## src/rtl/bin2bcd_seq.sv

```systemverilog
`default_nettype none
//============================================================================
// Module      : bin2bcd_seq
// Description : Sequential binary-to-BCD converter (shift-and-add-3), one
//               input bit per clock. Optional two's-complement input gives
//               a sign flag plus BCD magnitude. valid/ready on both sides.
// Revision    : 1.0 - initial release
//============================================================================
module bin2bcd_seq #(
    parameter int BIN_W     = 16,
    parameter int DIGITS    = 5,
    parameter int SIGNED_IN = 0
) (
    input  logic                  clk,
    input  logic                  rst_n,
    input  logic                  in_valid,
    output logic                  in_ready,
    input  logic [BIN_W-1:0]      in_bin,
    output logic                  out_valid,
    input  logic                  out_ready,
    output logic [4*DIGITS-1:0]   out_bcd,
    output logic                  out_neg,
    output logic                  busy
);

    // Number of decimal digits needed by the largest representable magnitude.
    // Five spare bits keep the constant 10 representable even for tiny BIN_W.
    function automatic int f_digits_needed();
        logic [BIN_W+4:0] mag;
        int               n;
        if (SIGNED_IN != 0) begin
            mag = (BIN_W+5)'(1) << (BIN_W-1);
        end else begin
            mag = {5'b0, {BIN_W{1'b1}}};
        end
        n = 0;
        for (int i = 0; i < BIN_W + 1; i++) begin
            if (mag != '0) begin
                mag = mag / (BIN_W+5)'(10);
                n++;
            end
        end
        return n;
    endfunction

    localparam int c_DIGITS_NEEDED = f_digits_needed();
    localparam int c_CNT_W         = $clog2(BIN_W + 1);
    localparam logic [c_CNT_W-1:0] c_CNT_LAST = c_CNT_W'(BIN_W);

    localparam logic [1:0] c_S_IDLE  = 2'd0;
    localparam logic [1:0] c_S_SHIFT = 2'd1;
    localparam logic [1:0] c_S_DONE  = 2'd2;

    if (BIN_W < 2) begin : g_bad_width
        $error("bin2bcd_seq: BIN_W must be at least 2");
    end

    if (c_DIGITS_NEEDED > DIGITS) begin : g_bad_digits
        $error("bin2bcd_seq: DIGITS too small for the largest input magnitude");
    end

    logic [1:0]            r_state;
    logic [c_CNT_W-1:0]    r_count;
    logic [BIN_W-1:0]      r_bin;
    logic [4*DIGITS-1:0]   r_bcd;
    logic                  r_neg;
    logic [4*DIGITS-1:0]   r_out_bcd;
    logic                  r_out_neg;

    logic                  w_is_neg;
    logic [BIN_W-1:0]      w_mag;
    logic [4*DIGITS-1:0]   w_adj;

    // Negative inputs are converted as their magnitude; the most negative
    // value negates onto itself, which is exactly 2**(BIN_W-1) unsigned.
    assign w_is_neg = (SIGNED_IN != 0) && in_bin[BIN_W-1];
    assign w_mag    = w_is_neg ? (~in_bin + 1'b1) : in_bin;

    // Add-3 correction: any digit of 5 or more would exceed 9 after doubling.
    for (genvar k = 0; k < DIGITS; k++) begin : g_digit
        assign w_adj[4*k +: 4] = (r_bcd[4*k +: 4] >= 4'd5) ? (r_bcd[4*k +: 4] + 4'd3)
                                                           :  r_bcd[4*k +: 4];
    end

    // Control FSM plus shift datapath; results are published only on DONE entry.
    always_ff @(posedge clk or negedge rst_n) begin
        if (!rst_n) begin
            r_state   <= c_S_IDLE;
            r_count   <= '0;
            r_bin     <= '0;
            r_bcd     <= '0;
            r_neg     <= 1'b0;
            r_out_bcd <= '0;
            r_out_neg <= 1'b0;
        end else begin
            case (r_state)
                c_S_IDLE: begin
                    if (in_valid) begin
                        r_state <= c_S_SHIFT;
                        r_bin   <= w_mag;
                        r_bcd   <= '0;
                        r_neg   <= w_is_neg;
                        r_count <= '0;
                    end
                end
                c_S_SHIFT: begin
                    if (r_count == c_CNT_LAST) begin
                        r_state   <= c_S_DONE;
                        r_out_bcd <= r_bcd;
                        r_out_neg <= r_neg;
                    end else begin
                        // The shift drops the top adjusted bit, which is always
                        // zero because DIGITS covers the largest magnitude.
                        {r_bcd, r_bin} <= {w_adj, r_bin} << 1;
                        r_count        <= r_count + 1'b1;
                    end
                end
                c_S_DONE: begin
                    if (out_ready) begin
                        r_state <= c_S_IDLE;
                    end
                end
                default: begin
                    r_state <= c_S_IDLE;
                end
            endcase
        end
    end

    assign in_ready  = (r_state == c_S_IDLE);
    assign busy      = (r_state == c_S_SHIFT);
    assign out_valid = (r_state == c_S_DONE);
    assign out_bcd   = r_out_bcd;
    assign out_neg   = r_out_neg;

endmodule
`default_nettype wire

```

## config.mk

```make
export PLATFORM = sky130hd
export DESIGN_NAME = bin2bcd_seq
export DESIGN_NICKNAME = d
export VERILOG_FILES = /design/src/rtl/bin2bcd_seq.sv
export SDC_FILE = /design/constraint.sdc
export NUM_CORES = 1
export LEC_CHECK = 0
export ABC_AREA = 1
export CAP_MARGIN = 20
export CORE_MARGIN = 10
export CORE_UTILIZATION = 35
export CTS_CLUSTER_DIAMETER = 50
export DETAILED_ROUTE_END_ITERATION = 10
export GPL_ROUTABILITY_DRIVEN = 1
export GPL_TIMING_DRIVEN = 0
export PLACE_DENSITY = 0.63
export SLEW_MARGIN = 20
export SYNTH_ARGS = -nofsm -noshare
export SYNTH_HDL_FRONTEND = slang
export SYNTH_SLANG_ARGS = --single-unit
```

## constraint.sdc

```tcl
create_clock -name clk -period 2.3 [get_ports clk]
set_input_delay 0.345 -clock clk [delete_from_list [all_inputs] [get_ports clk]]
set_output_delay 0.345 -clock clk [all_outputs]
set_load 0.02 [all_outputs]
```

# Word level (Yosys, flattened, before mapping)
# Cells that the tools add are included.
# classes
add_sub_neg	6
magnitude_cmp	5
eq_ne	7
mux	18
n_reduce_logical	5
# op_table
operator	n
2-to-1 mux 20 bit	2
one-hot mux 20 bit (2 select lines)	1
2-to-1 mux 16 bit	2
one-hot mux 16 bit (2 select lines)	1
>= comparator 4 x 3 -> 1 bit (second input constant)	5
adder 4 x 2 -> 4 bit (second input constant)	4
2-to-1 mux 4 bit	4
2-to-1 mux 5 bit	2
one-hot mux 5 bit (2 select lines)	1
2-to-1 mux 2 bit	3
one-hot mux 2 bit (3 select lines)	1
AND reduction 3 bit	2
adder 5 x 1 -> 5 bit (second input constant)	1
== test 5 bit (second input constant)	1
inequality test 2 x 1 -> 1 bit (second input constant)	2
inequality test 2 bit (second input constant)	2
adder 3 x 2 -> 3 bit (second input constant)	1
2-to-1 mux 3 bit	1
== test 2 x 1 -> 1 bit (second input constant)	1
== test 2 bit (second input constant)	1
zero test 2 bit	1
AND reduction 2 bit	1
nonzero test 2 bit	1
# word_totals
regBits	63
input_bits	20
out_inout_bits	24
elab_cells	46

# Depth between registers and ports, before layout
# Gate-level depths: netlist of run 1.
# depth
word_depth	4
depth_mapped	10
ltp_nobuf	9

# Worst setup path before layout of run 1
# No wires, ideal clock.
# synth_path
kind	register -> register
startpoint	register r_state[0]
endpoint	register r_bcd[1]
setup_ns	0.121
t_arrival_ns	1.343
t_required_ns	2.179
path_slack_ns	0.835
stages_incl_launch_ff	6
path_buffers	1
synth_period_minus_slack_ns	1.465
cell_sequence	dfrtp_1 nor2_1 nand2_1 nand2_4 buf_6 o21ai_2
# synth_via
elab_chain_len	3
elab_cells_between_ends	7
cone_classes	eq/ne (3); mux (1); reduce/logical (3)
# synth_lines
item	line_no	rtl
from (decl)	62	logic [1:0] r_state;
from (signal assigned)	88	r_state <= c_S_IDLE;
from (signal assigned)	99	r_state <= c_S_SHIFT;
from (signal assigned)	108	r_state <= c_S_DONE;
zero test 2 bit (*)	-	
via in_ready	17	output logic in_ready,
inequality test 2 bit (no source line) or nonzero test 2 bit (tied branches)	-	
AND reduction 3 bit (no source line)	-	
to (signal assigned)	114	{r_bcd, r_bin} <= {w_adj, r_bin} << 1;
to (decl)	65	logic [4*DIGITS-1:0] r_bcd;
# The timed path passes the listed nets; every way through them passes the cells marked *.
# A chain may end at the register's enable or synchronous reset.

# Final worst setup path of run 1
# layout_path
startpoint	register r_state[1]
endpoint	output port busy
# layout_via
elab_chain_len	1
# layout_lines
item	line_no	rtl
== test 2 x 1 -> 1 bit	131	assign busy = (r_state == c_S_SHIFT);
to (decl)	23	output logic busy
# No other way between the ends.

==> metrics, run 1 <==
leakage=1.94 nW; top cells by area, synth=dfrtp_1, nand2_1, o21ai_2; most frequent cells after synthesis=nand2_1, dfrtp_1, inv_1; vias after detailed routing=2,617; Placer Congestion=0.824; Worst setup startpoint=r_state[1]; Internal=3.20 mW; Tot GR Track Use=11.2%; num rows=35; Antenna Cells=0; Final min period=2.03 ns; Critical Path End Type=output port; Syn. warnings=0; hold buffers post-CTS=1; count leader, synth=nand2_1; H-Tree Depth=3; CP startpoint kind=flop; die width=117 um; layout cells sized above 1=14.7%; RSZ-0062 raised after global routing=false; fill count=927; chip height=117 um; worst reg2reg endpoint=r_bcd[10]; Max Freq=0.494 GHz; Synth Flop Type=dfrtp_1; DR pass1 iterations=4; TritonCTS clock tree=done; Synth Area in Compound Gates=15.7%; Clock Latency Late Sink=0.35 ns; Longest Clk Path Bufs=2; Worst Hold Class=in2async; status=completed; final antenna-violating net count=0; setup TNS=0 ns; clock sink count=63; post-synth top area cell=dfrtp_1; via/cell ratio=4.67; fin nets=476; kind of critical path=reg2out; clock share of power=14.6%; XOR/XNOR share of the synthesized area=0.534%; max_cap viols=0; Worst VDD drop=0.540 mV; first-pass GRT wire length=12.3 mm; syn_area_per_cell=8.43 um2; number of gates resized after CTS=0; arrival time worst endpoint=1.68 ns; Initial Utilization=35.7%; Crit Reg-Reg Startpoint=r_count[0]; Routed WL=7.00 mm; HPWL reported at the end of detailed placement=5.21 mm; #FFs+latches synth=63; sw power=2.62 mW; Post-Synth Simple-Gate Area=21.8%; Syn-to-layout area delta=23.2%; initial antenna violation count=0; port bufs=42; max-slew violation count=0; mux share of post-synthesis cell area=0%; WL per Instance=12.5 um; top cell type's share of synthesized area=48.1%; Post-Syn Nets=421; die area=13,600 um2; CP Capture Point=busy; Ports=44; Async S/R FF share, synth=100%; number of global-route vias before repair=2,620; Iter 0 DRT Violations=108; sequential element share of the synthesized area=48.1%; worst r2r path cells=10; Clock Tree Root=clkbuf_8; Unique masters post-synth=29; share of power burned in registers=32.0%; largest net degree at the start of global routing=40; core area=9200 um2; period utilisation layout=88.0%; setup slack, reg-to-reg=0.75 ns; Syn Inst Count=389; largest family of logic cells by synthesized area=simple AND/OR/NAND/NOR gates; Max FO, Critical Path=8; clk slew on worst S/H paths=0.07 ns; post-synthesis adder-cell area fraction=4.58%; Logic pwr share=53.4%; setup bufs post-CTS=0; Pwr Density=1440 nW/um2; Post-synth EDFFs=0; Fin Hold WS=0.445 ns; Fin. Hold Viols=0; Setup Viol. Count Final=0; Worst Path Required=1.96 ns; cell area after synthesis=3280 um2; Sw Share=45.0%; clock skew=0.0103 ns; clock buffer count from CTS=9; Overflow after GRT=0; DRC Markers=0
==> worst max-delay path, stage by stage, from the launching register on <==
cell             delay (ns)
dfrtp_1                0.38
inv_1                  0.14
nand2_4                0.11
clkinv_4               0.10
clkdlybuf4s50_1        0.61
==> flip-flops by register name (all words and copies together), names as in the netlist <==
name / count
r_count: 5
r_state: 2
r_bin: 16
out_bcd: 20
r_bcd: 20
==> kinds of logic after synthesis <==
family                   Yosys count
adder cells (fa/ha/maj)           12
buffers and inverters             63
flip-flops                        63
AND/OR/NAND/NOR                  167
other                              1
XOR/XNOR                           2
AO/OA/AOI/OAI                     81
==> metal layers <==
layer  global-route usage [%]  up-vias  wire [um]
li1                         -     1349          -
met1                     14.3     1207       3280
met2                     17.4       54       3200
met3                     3.82        7        444
met4                     3.71        0         65
met5                        0        -          0
==> cell usage in the layout (no fill, tap or decap), types with 2 or more instances in the layout <==
master,Yosys,final
buf_12,1,2
buf_2,4,4
buf_4,2,3
buf_6,4,4
clkbuf_1,2,2
clkbuf_8,0,9
clkdlybuf4s50_1,0,41
clkinv_2,0,3
clkinv_4,1,3
dfrtp_1,63,63
ha_1,12,12
inv_1,47,47
nand2_1,119,119
nand2_4,4,4
nand3_1,23,23
nor2_1,16,16
o21ai_0,40,40
o21ai_1,10,10
o21ai_2,27,27
xor2_1,2,2
==> power groups by stage <==
stage          Clock [mW]  Sequential (mW)  Combinational [mW]
6_report            0.849             1.86                3.11
5_1_grt             0.923             1.93                3.59
4_1_cts             0.883             1.87                3.17
3_5_place_dp            0             1.89                3.16
3_3_place_gp            0             1.87                3.09
2_1_floorplan           0             1.96                2.23
==> cell type report <==
| type | count | area [um2] | share of cell area, % |
|---|---|---|---|
| Timing Repair Buffer | 44 | 448 | 11.1 |
| Buffer | 14 | 113 | 2.79 |
| Clock buffer | 9 | 124 | 3.07 |
| Sequential cell | 63 | 1580 | 39.0 |
| Inverter | 49 | 191 | 4.74 |
| Clock inverter | 7 | 48.8 | 1.21 |
| Tap cell | 111 | 139 | 3.44 |
| Multi-Input combinational cell | 263 | 1400 | 34.7 |
==> worst min path at each step <==
stage                             end  slack [ns]
after floorplan            out_bcd[0]        0.05
after global placement      r_bin[15]        0.45
after detailed placement  out_bcd[15]        0.28
after CTS                 out_bcd[15]        0.44
after global routing      out_bcd[15]        0.45
final                     out_bcd[15]        0.44
==> per-stage QoR <==
step                      util (%)  instance area [um2]  power (mW)  setup slack [ns]  std cells
after global routing          43.9                 4040        6.44             0.175        560
after global placement        41.8                 3840        4.96             -1.29        542
after detailed placement      41.9                 3860        5.05             0.617        543
after CTS                     43.9                 4040        5.92             0.233        560
final                         43.9                 4040        5.83             0.275        560
after floorplan                  -                 3280        4.19             0.835        389
No activity file was read; power rests on OpenSTA's default activity.
==> run 2, diff against run 1 <==
CAP_MARGIN = 30   (was 20)
CORE_ASPECT_RATIO = 0.6   (was default)
SETUP_SLACK_MARGIN = 0.3   (was default)
==> run 2 against run 1 <==
Sequential share of layout area fell by 1.6 points. Combinational power is 1% higher. Routed wire length increased by 6.3%. Critical path depth shrank 2. Fmax increased by 5.7%. Critical path type unchanged. Largest power group unchanged. Highest routed layer unchanged.
==> metrics, run 2 (synthesized netlist as in run 1, its figures left out) <==
Longest Clk Path Bufs=2; Reg area=1580 um2; clock share of power=22.6%; Critical Path End Type=output port; HPWL reported at the end of detailed placement=5.39 mm; die width=145 um; sw power=2.68 mW; via/cell ratio=4.56; layout cells sized above 1=14.3%; fill count=896; H-Tree Depth=3; Pwr Density=1540 nW/um2; Power, Total=6.49 mW; multi-input logic area=1400 um2; Crit Reg-Reg Startpoint=r_count[0]; Sw Share=41.3%; core area=9160 um2; WL per Instance=12.8 um; Placer Congestion=0.807; Inst Count DP=562; clock skew=0.00771 ns; Clock Latency Late Sink=0.33 ns; Overflow after GRT=0; Internal=3.81 mW; commonest non-fill, non-tap cell in the layout=nand2_1; final antenna-violating net count=0; Fin Hold WS=0.458 ns; Worst Hold Class=in2async; RSZ-0062 raised after global routing=false; max-slew violation count=0; Initial Utilization=35.8%; period utilisation layout=83.3%; port bufs=42; Clock Tree Root=clkbuf_16; final core utilization=46.0%; Max Freq=0.522 GHz; DR pass1 iterations=4; Final min period=1.92 ns; largest net degree at the start of global routing=41; first-pass GRT wire length=12.7 mm; share of power burned in registers=28.9%; number of global-route vias before repair=2,521; DRC Markers=0; Placed Area=3880 um2; initial antenna violation count=0; Routed WL=7.44 mm; clk slew on worst S/H paths=0.05 ns; max_cap viols=0; Worst Path Required=1.96 ns; Max transition margin=66.3%; TritonCTS clock tree=done; Worst VDD drop=0.609 mV; chip height=95.0 um; kind of critical path=reg2out; Antenna Cells=0; Setup Viol. Count Final=0; arrival time worst endpoint=1.57 ns; clock buffer count from CTS=9; setup bufs post-CTS=0; Tightest Pin Transition=0.505 ns; Ports=44; commonest cells after routing, fill and taps aside=nand2_1, dfrtp_1, inv_1; clock sink count=63; vias after detailed routing=2,643; CP startpoint kind=flop; Tot GR Track Use=11.3%; status=completed; Worst setup startpoint=r_state[0]; Logic pwr share=48.5%; Iter 0 DRT Violations=216; Max FO, Critical Path=5; num rows=27; final instance area=4210 um2; fin cells=579; Syn-to-layout area delta=28.5%; Fin. Hold Viols=0; fin nets=476; leakage=2.01 nW; die area=13,800 um2
## run 2: changes by cell type in the layout (fill, tap and decap cells not counted), sizes merged
cell | before | now
bufinv | 0 | 2
clkbuf | 12 | 16
clkdlybuf4s50 | 41 | 39
clkinv | 6 | 2
clkinvlp | 1 | 0
dlygate4sd2 | 0 | 2
inv | 49 | 48
## run 2: worst paths after layout
path / slack [ns] / cells past startpoint / endpoint
max: 0.38 / 2 / out_valid
min: 0.46 / 2 / out_bcd[18]
max reg2reg: 0.71 / 10 / r_bcd[10]
min reg2reg: 0.48 / 2 / out_bcd[10]
max in group asynchronous: 1.31 / 3 / r_bin[3]
min in group clk: 0.48 / 2 / out_bcd[10]
## run 2: repair_timing
action | 4_1_cts | 5_1_grt
resized for setup | 2 | 0
endpoints found under the hold margin | 23 | 0
hold buffers | 1 | 0
setup endpoints to repair | 2 | 0
## run 2: power groups by stage
stage	registers, mW	clock network (mW)	logic (mW)
finish	1.88	1.47	3.15
detailed placement	1.89	0	3.18
floorplan	1.96	0	2.23
global placement	1.87	0	3.10
CTS	1.88	1.50	3.18
global route	1.94	1.56	3.57
## run 2: critical path: stages (launching register included)
cell,delay [ns]
dfrtp_1,0.44
nor2_1,0.17
clkdlybuf4s50_1,0.64
## run 2: stage by stage
| stage | worst slack, ns | TNS, ns |
|---|---|---|
| finish | 0.385 | 0 |
| global route | 0.315 | 0 |
| CTS | 0.350 | 0 |
| detailed placement | 0.613 | 0 |
| global placement | -1.31 | -82.16 |
| floorplan | 0.835 | 0 |
## run 2: cell type report
cell class / instances / area share (%)
sequential: 63 / 37.4
multi-input combinational: 263 / 33.2
timing repair buffer: 44 / 10.6
clock buffer: 13 / 6.18
inverter: 49 / 4.54
tap: 130 / 3.86
buffer: 14 / 2.67
clock inverter: 3 / 1.54
## run 2: layer usage
metal  vias to the layer above  global-route usage (%)  share of wire [%]  wire (um)
li1                       1355                       -                  -          -
met5                         -                       0                  0          0
met4                         0                    2.88               0.55         41
met3                         4                    4.77                4.7        350
met2                        43                    16.7                 43       3210
met1                      1241                    15.0                 52       3840
